**src/rtl/dmem_stage_pkg.sv**
```systemverilog
`default_nettype none
// ============================================================================
//  Module      : dmem_stage_pkg
//  Description : Shared definitions for the data-memory stage: opcode and
//                funct3 encodings, FSM state and fault enums, and the
//                legality check applied when an op is accepted.
//  Revision    : 1.0 - initial release
// ============================================================================
package dmem_stage_pkg;

   localparam logic [6:0] OP_LOAD  = 7'b0000011;
   localparam logic [6:0] OP_STORE = 7'b0100011;

   localparam logic [2:0] F3_B  = 3'b000;
   localparam logic [2:0] F3_H  = 3'b001;
   localparam logic [2:0] F3_W  = 3'b010;
   localparam logic [2:0] F3_BU = 3'b100;
   localparam logic [2:0] F3_HU = 3'b101;

   typedef enum logic [1:0] {
      IDLE = 2'd0,
      REQ  = 2'd1,
      RESP = 2'd2
   } dmem_state_t;

   typedef enum logic [1:0] {
      FLT_NONE     = 2'd0,
      FLT_MISALIGN = 2'd1,
      FLT_ILLEGAL  = 2'd2
   } dmem_fault_t;

   // Classifies an op; an illegal encoding wins over a misaligned address.
   // funct3[1:0] encodes the access width (00 byte, 01 half, 10 word).
   function automatic dmem_fault_t dmem_check(
      input logic [6:0] opcode,
      input logic [2:0] funct3,
      input logic [1:0] ea_lo
   );
      logic illegal;
      logic misalign;
      if (opcode == OP_LOAD) begin
         illegal = !(funct3 inside {F3_B, F3_H, F3_W, F3_BU, F3_HU});
      end else if (opcode == OP_STORE) begin
         illegal = !(funct3 inside {F3_B, F3_H, F3_W});
      end else begin
         illegal = 1'b1;
      end
      misalign = ((funct3[1:0] == 2'b01) && ea_lo[0]) ||
                 ((funct3[1:0] == 2'b10) && (ea_lo != 2'b00));
      if (illegal) begin
         return FLT_ILLEGAL;
      end else if (misalign) begin
         return FLT_MISALIGN;
      end
      return FLT_NONE;
   endfunction

endpackage : dmem_stage_pkg
`default_nettype wire

```
**src/rtl/dmem_align.sv**
```systemverilog
`default_nettype none
// ============================================================================
//  Module      : dmem_align
//  Description : Combinational byte-lane logic for a 32-bit data port.
//                Store direction: byte enables and lane-shifted write data.
//                Load direction : lane extraction with sign/zero extension.
//                Kept standalone so a future cache can reuse it.
//  Revision    : 1.0 - initial release
// ============================================================================
module dmem_align
   import dmem_stage_pkg::*;
#(
   parameter int XLEN = 32
) (
   input  logic [2:0]      i_funct3,
   input  logic [1:0]      i_offset,
   input  logic [XLEN-1:0] i_st_data,
   input  logic [XLEN-1:0] i_rdata,
   output logic [3:0]      o_be,
   output logic [XLEN-1:0] o_wdata,
   output logic [XLEN-1:0] o_ld_data
);

   logic [4:0]  w_shamt;
   logic [7:0]  w_byte;
   logic [15:0] w_half;

   assign w_shamt = {i_offset, 3'b000};

   // Store lanes: enables follow the access width, data moves to its lane.
   always_comb begin
      o_wdata = i_st_data << w_shamt;
      case (i_funct3[1:0])
         2'b00:   o_be = 4'b0001 << i_offset;
         2'b01:   o_be = 4'b0011 << i_offset;
         default: o_be = 4'b1111;
      endcase
   end

   // Load lanes: halfwords are only ever legal on offset 0 or 2, so only
   // offset[1] selects the half and the part-select stays in range.
   always_comb begin
      w_byte = i_rdata[w_shamt +: 8];
      w_half = i_rdata[{i_offset[1], 4'b0000} +: 16];
      case (i_funct3)
         F3_B:    o_ld_data = {{(XLEN-8){w_byte[7]}}, w_byte};
         F3_BU:   o_ld_data = {{(XLEN-8){1'b0}}, w_byte};
         F3_H:    o_ld_data = {{(XLEN-16){w_half[15]}}, w_half};
         F3_HU:   o_ld_data = {{(XLEN-16){1'b0}}, w_half};
         default: o_ld_data = i_rdata;
      endcase
   end

endmodule : dmem_align
`default_nettype wire

```
**src/rtl/dmem_stage.sv**
```systemverilog
`default_nettype none
// ============================================================================
//  Module      : dmem_stage
//  Description : Data-memory stage. Accepts one decoded LOAD/STORE at a time,
//                computes rs1 + sext(imm12), checks legality, runs a single
//                request/ack memory transaction and returns an aligned,
//                extended result to writeback over valid/ready.
//  Revision    : 1.0 - initial release
// ============================================================================
module dmem_stage
   import dmem_stage_pkg::*;
#(
   parameter int XLEN   = 32,
   parameter int ADDR_W = 32
) (
   input  logic              clk,
   input  logic              rst_n,
   // decode side
   input  logic              in_valid,
   output logic              in_ready,
   input  logic [6:0]        in_opcode,
   input  logic [2:0]        in_funct3,
   input  logic [4:0]        in_rd,
   input  logic [XLEN-1:0]   in_rs1_val,
   input  logic [XLEN-1:0]   in_rs2_val,
   input  logic [11:0]       in_imm,
   // data-memory port
   output logic              mem_req,
   output logic              mem_we,
   output logic [ADDR_W-1:0] mem_addr,
   output logic [3:0]        mem_be,
   output logic [XLEN-1:0]   mem_wdata,
   input  logic              mem_ack,
   input  logic [XLEN-1:0]   mem_rdata,
   // writeback side
   output logic              out_valid,
   input  logic              out_ready,
   output logic [4:0]        out_rd,
   output logic [XLEN-1:0]   out_rd_value,
   output logic              out_we,
   output logic [1:0]        out_fault
);

   dmem_state_t       r_state;
   dmem_state_t       w_state_nxt;

   logic [XLEN-1:0]   w_ea;
   dmem_fault_t       w_fault;
   logic              w_accept;
   logic              w_is_load;
   logic              w_is_store;

   // Op attributes kept for the load-return path.
   logic [2:0]        r_funct3;
   logic [1:0]        r_off;
   logic              r_is_load;

   // Lane logic is shared between accept (store packing) and ack (load
   // extraction); these two never happen in the same state.
   logic [2:0]        w_al_funct3;
   logic [1:0]        w_al_off;
   logic [3:0]        w_be;
   logic [XLEN-1:0]   w_wdata;
   logic [XLEN-1:0]   w_ld_data;

   logic              r_mem_we;
   logic [ADDR_W-1:0] r_mem_addr;
   logic [3:0]        r_mem_be;
   logic [XLEN-1:0]   r_mem_wdata;
   logic [4:0]        r_out_rd;
   logic [XLEN-1:0]   r_out_rd_value;
   logic              r_out_we;
   dmem_fault_t       r_out_fault;

   assign w_ea       = in_rs1_val + {{(XLEN-12){in_imm[11]}}, in_imm};
   assign w_fault    = dmem_check(in_opcode, in_funct3, w_ea[1:0]);
   assign w_accept   = in_valid & in_ready;
   assign w_is_load  = (in_opcode == OP_LOAD);
   assign w_is_store = (in_opcode == OP_STORE);

   assign w_al_funct3 = (r_state == IDLE) ? in_funct3  : r_funct3;
   assign w_al_off    = (r_state == IDLE) ? w_ea[1:0]  : r_off;

   dmem_align #(
      .XLEN (XLEN)
   ) u_align (
      .i_funct3  (w_al_funct3),
      .i_offset  (w_al_off),
      .i_st_data (in_rs2_val),
      .i_rdata   (mem_rdata),
      .o_be      (w_be),
      .o_wdata   (w_wdata),
      .o_ld_data (w_ld_data)
   );

   // Handshake flags decode straight from the state register so that an
   // asynchronous reset drops mem_req and out_valid immediately.
   assign in_ready     = (r_state == IDLE);
   assign mem_req      = (r_state == REQ);
   assign out_valid    = (r_state == RESP);
   assign mem_we       = r_mem_we;
   assign mem_addr     = r_mem_addr;
   assign mem_be       = r_mem_be;
   assign mem_wdata    = r_mem_wdata;
   assign out_rd       = r_out_rd;
   assign out_rd_value = r_out_rd_value;
   assign out_we       = r_out_we;
   assign out_fault    = r_out_fault;

   // State register.
   always_ff @(posedge clk or negedge rst_n) begin
      if (!rst_n) begin
         r_state <= IDLE;
      end else begin
         r_state <= w_state_nxt;
      end
   end

   // Next-state: faulting ops skip the memory port and report directly.
   always_comb begin
      w_state_nxt = r_state;
      case (r_state)
         IDLE: begin
            if (w_accept) begin
               w_state_nxt = (w_fault == FLT_NONE) ? REQ : RESP;
            end
         end
         REQ: begin
            if (mem_ack) begin
               w_state_nxt = RESP;
            end
         end
         RESP: begin
            if (out_ready) begin
               w_state_nxt = IDLE;
            end
         end
         default: w_state_nxt = IDLE;
      endcase
   end

   // Op latch at accept and load-data capture on the ack edge. Everything
   // here is only written in IDLE or on ack, so outputs hold in REQ/RESP.
   always_ff @(posedge clk or negedge rst_n) begin
      if (!rst_n) begin
         r_funct3       <= 3'b000;
         r_off          <= 2'b00;
         r_is_load      <= 1'b0;
         r_mem_we       <= 1'b0;
         r_mem_addr     <= '0;
         r_mem_be       <= 4'b0000;
         r_mem_wdata    <= '0;
         r_out_rd       <= 5'd0;
         r_out_rd_value <= '0;
         r_out_we       <= 1'b0;
         r_out_fault    <= FLT_NONE;
      end else if (w_accept) begin
         r_funct3       <= in_funct3;
         r_off          <= w_ea[1:0];
         r_is_load      <= w_is_load;
         r_out_rd       <= in_rd;
         r_out_rd_value <= '0;
         r_out_fault    <= w_fault;
         if (w_fault == FLT_NONE) begin
            r_mem_we    <= w_is_store;
            r_mem_addr  <= {w_ea[ADDR_W-1:2], 2'b00};
            r_mem_be    <= w_be;
            r_mem_wdata <= w_is_store ? w_wdata : '0;
            r_out_we    <= w_is_load && (in_rd != 5'd0);
         end else begin
            r_out_we    <= 1'b0;
         end
      end else if ((r_state == REQ) && mem_ack && r_is_load) begin
         r_out_rd_value <= w_ld_data;
      end
   end

endmodule : dmem_stage
`default_nettype wire

```
**config.mk**
```make
export PLATFORM = sky130hd
export DESIGN_NAME = dmem_stage
export DESIGN_NICKNAME = d
export VERILOG_FILES = /design/src/rtl/dmem_stage_pkg.sv /design/src/rtl/dmem_align.sv /design/src/rtl/dmem_stage.sv
export SDC_FILE = /design/constraint.sdc
export NUM_CORES = 1
export LEC_CHECK = 0
export CORE_ASPECT_RATIO = 0.6
export CORE_MARGIN = 4
export CORE_UTILIZATION = 40
export DETAILED_ROUTE_END_ITERATION = 10
export PLACE_DENSITY = 0.72
export SKIP_LAST_GASP = 1
export SYNTH_ARGS = -nofsm -noshare
export SYNTH_HDL_FRONTEND = slang
export SYNTH_SLANG_ARGS = --single-unit
```
**constraint.sdc**
```tcl
create_clock -name clk -period 2.7 [get_ports clk]
set_input_delay 0.675 -clock clk [delete_from_list [all_inputs] [get_ports clk]]
set_output_delay 0.675 -clock clk [all_outputs]
set_load 0.03 [all_outputs]
```
==> impl_metrics.yaml <==
outcome:
  status: "finished, final reports clean"
drt:
  drc_errors: 0
  initialDrtViolationCount: 638
  wl_per_cell_um: 19.8
  antenna_left: 0
  dr_total_vias: 7546
  drt_first_pass_iters: 5
  wirelength_um: 27400
  via_per_inst: 5.47
flow_run:
  cap_violations: 0
synthesis:
  synth_edf_count: 0
  synthMostInstantiatedCell: "nand2_1"
  synth.top_cell.area_share_pct: 42.1
  syn_inst: 784
  ys.flop_type: "dfrtp_1"
  synth_commonest_cells: "171 x nand2_1, 115 x dfrtp_1, 86 x o21ai_0"
  syn_area_per_cell_um2: 8.72
  async_flop_share_pct: 100
  synth_cell_types: 61
  yosysWarnings: 0
  synth_top_cell_by_area: "dfrtp_1"
  synth_seq_area_share_pct: 42.1
  netlist_area_um2: 6830
  synth_area_leaders: "dfrtp_1 42%, nand2_1 9.4%, o21ai_0 6.3%, ha_1 5.7%, a21oi_1 4.4%"
  ys_ff_latch: 115
power_and_ir_drop:
  power_leakage_nw: 5.25
  p_per_area_nw_per_um2: 561
  peakVddDrop_mv: 0.369
floorplan:
  coreArea_um2: 16500
  die_h_um: 109
  die_w_um: 177
  die_area_um2: 19300
  rows: 36
  start_util_pct: 41.5
  io_pins: 240
clock_tree:
  clkSinkCount: 115
  clock_latency_ps: 400
  clk_path_buf_depth: 2
  cts_buffers: 17
  path_clk_slew_ps: 60
  cts_root_buf: "clkbuf_16"
  postCtsHoldBufs: 0
  cts_tree: "done"
  htree_num_levels: 4
setup_path:
  path_cells: "clkdlybuf4s50_1, ha_1, buf_4, nand3_1, buf_4, o211ai_1, a41o_1, buf_4, nand2_1, a31oi_1, xnor2_1, o21ai_0"
  start_kind: "input port"
  crit_fanout: 6
  crit_top_cell: "buf_4"
  cp.required_ps: 2970
  critPathMaxStageDelay_ps: 410
  slowest_stage: "clkdlybuf4s50_1"
  critPathBufInv: 4
  cp_top_family: "buffers and inverters"
  worst-setup-path-type: "in2reg"
  arrival_ps: 2920
  cp-end-kind: "register"
sta:
  fin_ws_ps: 52.2
  skew_ps: 16.0
  hold_violations: 0
  slew_headroom_pct: 48.1
  fin_crit_sh_pct: 98.1
  setup_viol: 0
  fin_crit_ps: 2650
  whs_ps: 248
  fmax_ghz: 0.378
  final_max_slew_viol_count: 0
  tightestPinTransition_ps: 778
global_routing:
  track_usage_pct: 27.6
  antenna_found_initial: 0
  grt_pass1_vias: 7421
  grt_pass1_wl_um: 41200
  grt_max_degree: 39
  overflow: 0
finish:
  final_nets: 1300
  fillers: 1348
  fin_cells: 1380
  multi_input_area_um2: 4210
  regArea_um2: 2880
  antenna_cells: 0
  drive_above_1_share_pct: 22.5
  syn_to_final_growth_pct: 70.3
place:
  post-place-ws_ps: -883
  io_buffers: 237
  dp_hpwl_um: 20000
  globalplace.congestion: 0.914
  placed_cells: 1338
min_path:
  holdCritPathClass: "in2async"
## state kept, by name (all words and copies together) (netlist names), 3 cells and up
| signal | count |
|---|---|
| mem_wdata | 32 |
| out_rd_value | 32 |
| mem_addr | 30 |
| out_rd | 5 |
| mem_be | 4 |
| r_funct3 | 3 |
## timing repair
action                     4_1_cts  5_1_grt
setup endpoints to repair      102       71
gates cloned                     3        0
pin swaps                       24       27
resized for setup               52       59
setup buffers                    4        6
## final timing paths
kind	from	to	slack, ps	depth (start not counted)
max	in_rs1_val[16]	mem_addr[30]	50	12
min	rst_n	mem_wdata[21]	250	1
max reg2reg	r_state[0]	out_rd_value[17]	60	7
min reg2reg	mem_addr[26]	mem_addr[26]	470	2
max in group asynchronous	rst_n	mem_addr[4]	1780	2
min in group clk	mem_addr[26]	mem_addr[26]	470	2
## per-stage QoR
stage / TNS, ps / util [%] / power (mW) / cell area [um^2]
after floorplan: -796 / - / 2.94 / 6900
after global placement: -69510 / 63.1 / 3.89 / 10400
after detailed placement: -72530 / 63.1 / 3.91 / 10400
after CTS: -11.2 / 68.6 / 6.43 / 11300
after global routing: -87.8 / 70.6 / 6.83 / 11600
final: 0 / 70.6 / 6.52 / 11600
## where the power goes
group	total, mW	internal, mW	leakage [nW]	switching [mW]
clock	2.43	1.57	0.298	0.864
sequential	1.87	1.81	1.57	0.0584
combinational	2.23	1.01	3.38	1.22
## kinds of logic after synthesis
| kind of cell | share of synthesized area (%) |
|---|---|
| other | 0.0549 |
| XOR/XNOR | 3.84 |
| adder cells (fa/ha/maj) | 5.97 |
| AO/OA/AOI/OAI | 23.6 |
| multiplexers | 4.65 |
| buffers and inverters | 3.35 |
| flip-flops | 42.1 |
| AND/OR/NAND/NOR | 16.4 |
## routing by layer
layer	up-vias	global-route usage, %	wire length [um]
met1	3632	40.7	12700
met2	370	39.9	11600
met3	16	8.59	2810
met4	0	6.18	264
li1	3528	-	-
met5	-	0	0
## layout by cell type (no fill, tap or decap), types with 5 or more instances in the layout
| master | netlist | final |
|---|---|---|
| mux2_2 | 15 | 15 |
| nand4_1 | 5 | 5 |
| nand3_1 | 13 | 12 |
| nor3_1 | 6 | 5 |
| buf_4 | 2 | 128 |
| xor2_1 | 19 | 19 |
| a31oi_1 | 9 | 6 |
| a21oi_2 | 0 | 8 |
| a21oi_1 | 60 | 52 |
| a221oi_2 | 0 | 5 |
| o22ai_1 | 8 | 6 |
| ha_4 | 0 | 13 |
| nand2_1 | 171 | 170 |
| and3_1 | 5 | 5 |
| inv_1 | 11 | 10 |
| o21ai_0 | 86 | 79 |
| a22o_1 | 8 | 8 |
| clkbuf_16 | 0 | 17 |
| nor2_1 | 48 | 46 |
| o31ai_1 | 11 | 11 |
| dlymetal6s2s_1 | 0 | 12 |
| dlygate4sd2_1 | 0 | 7 |
| buf_12 | 0 | 6 |
| o21ai_1 | 2 | 5 |
| nand2b_1 | 5 | 5 |
| dfrtp_1 | 115 | 115 |
| mux2i_1 | 9 | 9 |
| xnor2_1 | 11 | 11 |
| ha_1 | 31 | 17 |
| buf_6 | 2 | 7 |
| clkdlybuf4s50_1 | 0 | 214 |
| a21o_1 | 15 | 15 |
| a221o_1 | 18 | 18 |
## final cells by class
class,count,share of cell area (%)
Clock buffer,18,3.77
Clock inverter,13,1.58
Inverter,12,0.387
Multi-Input combinational cell,615,36.2
Sequential cell,115,24.7
Tap cell,228,2.45
Timing Repair Buffer,379,30.9
Note: power is estimated with default switching activity, not from simulation.
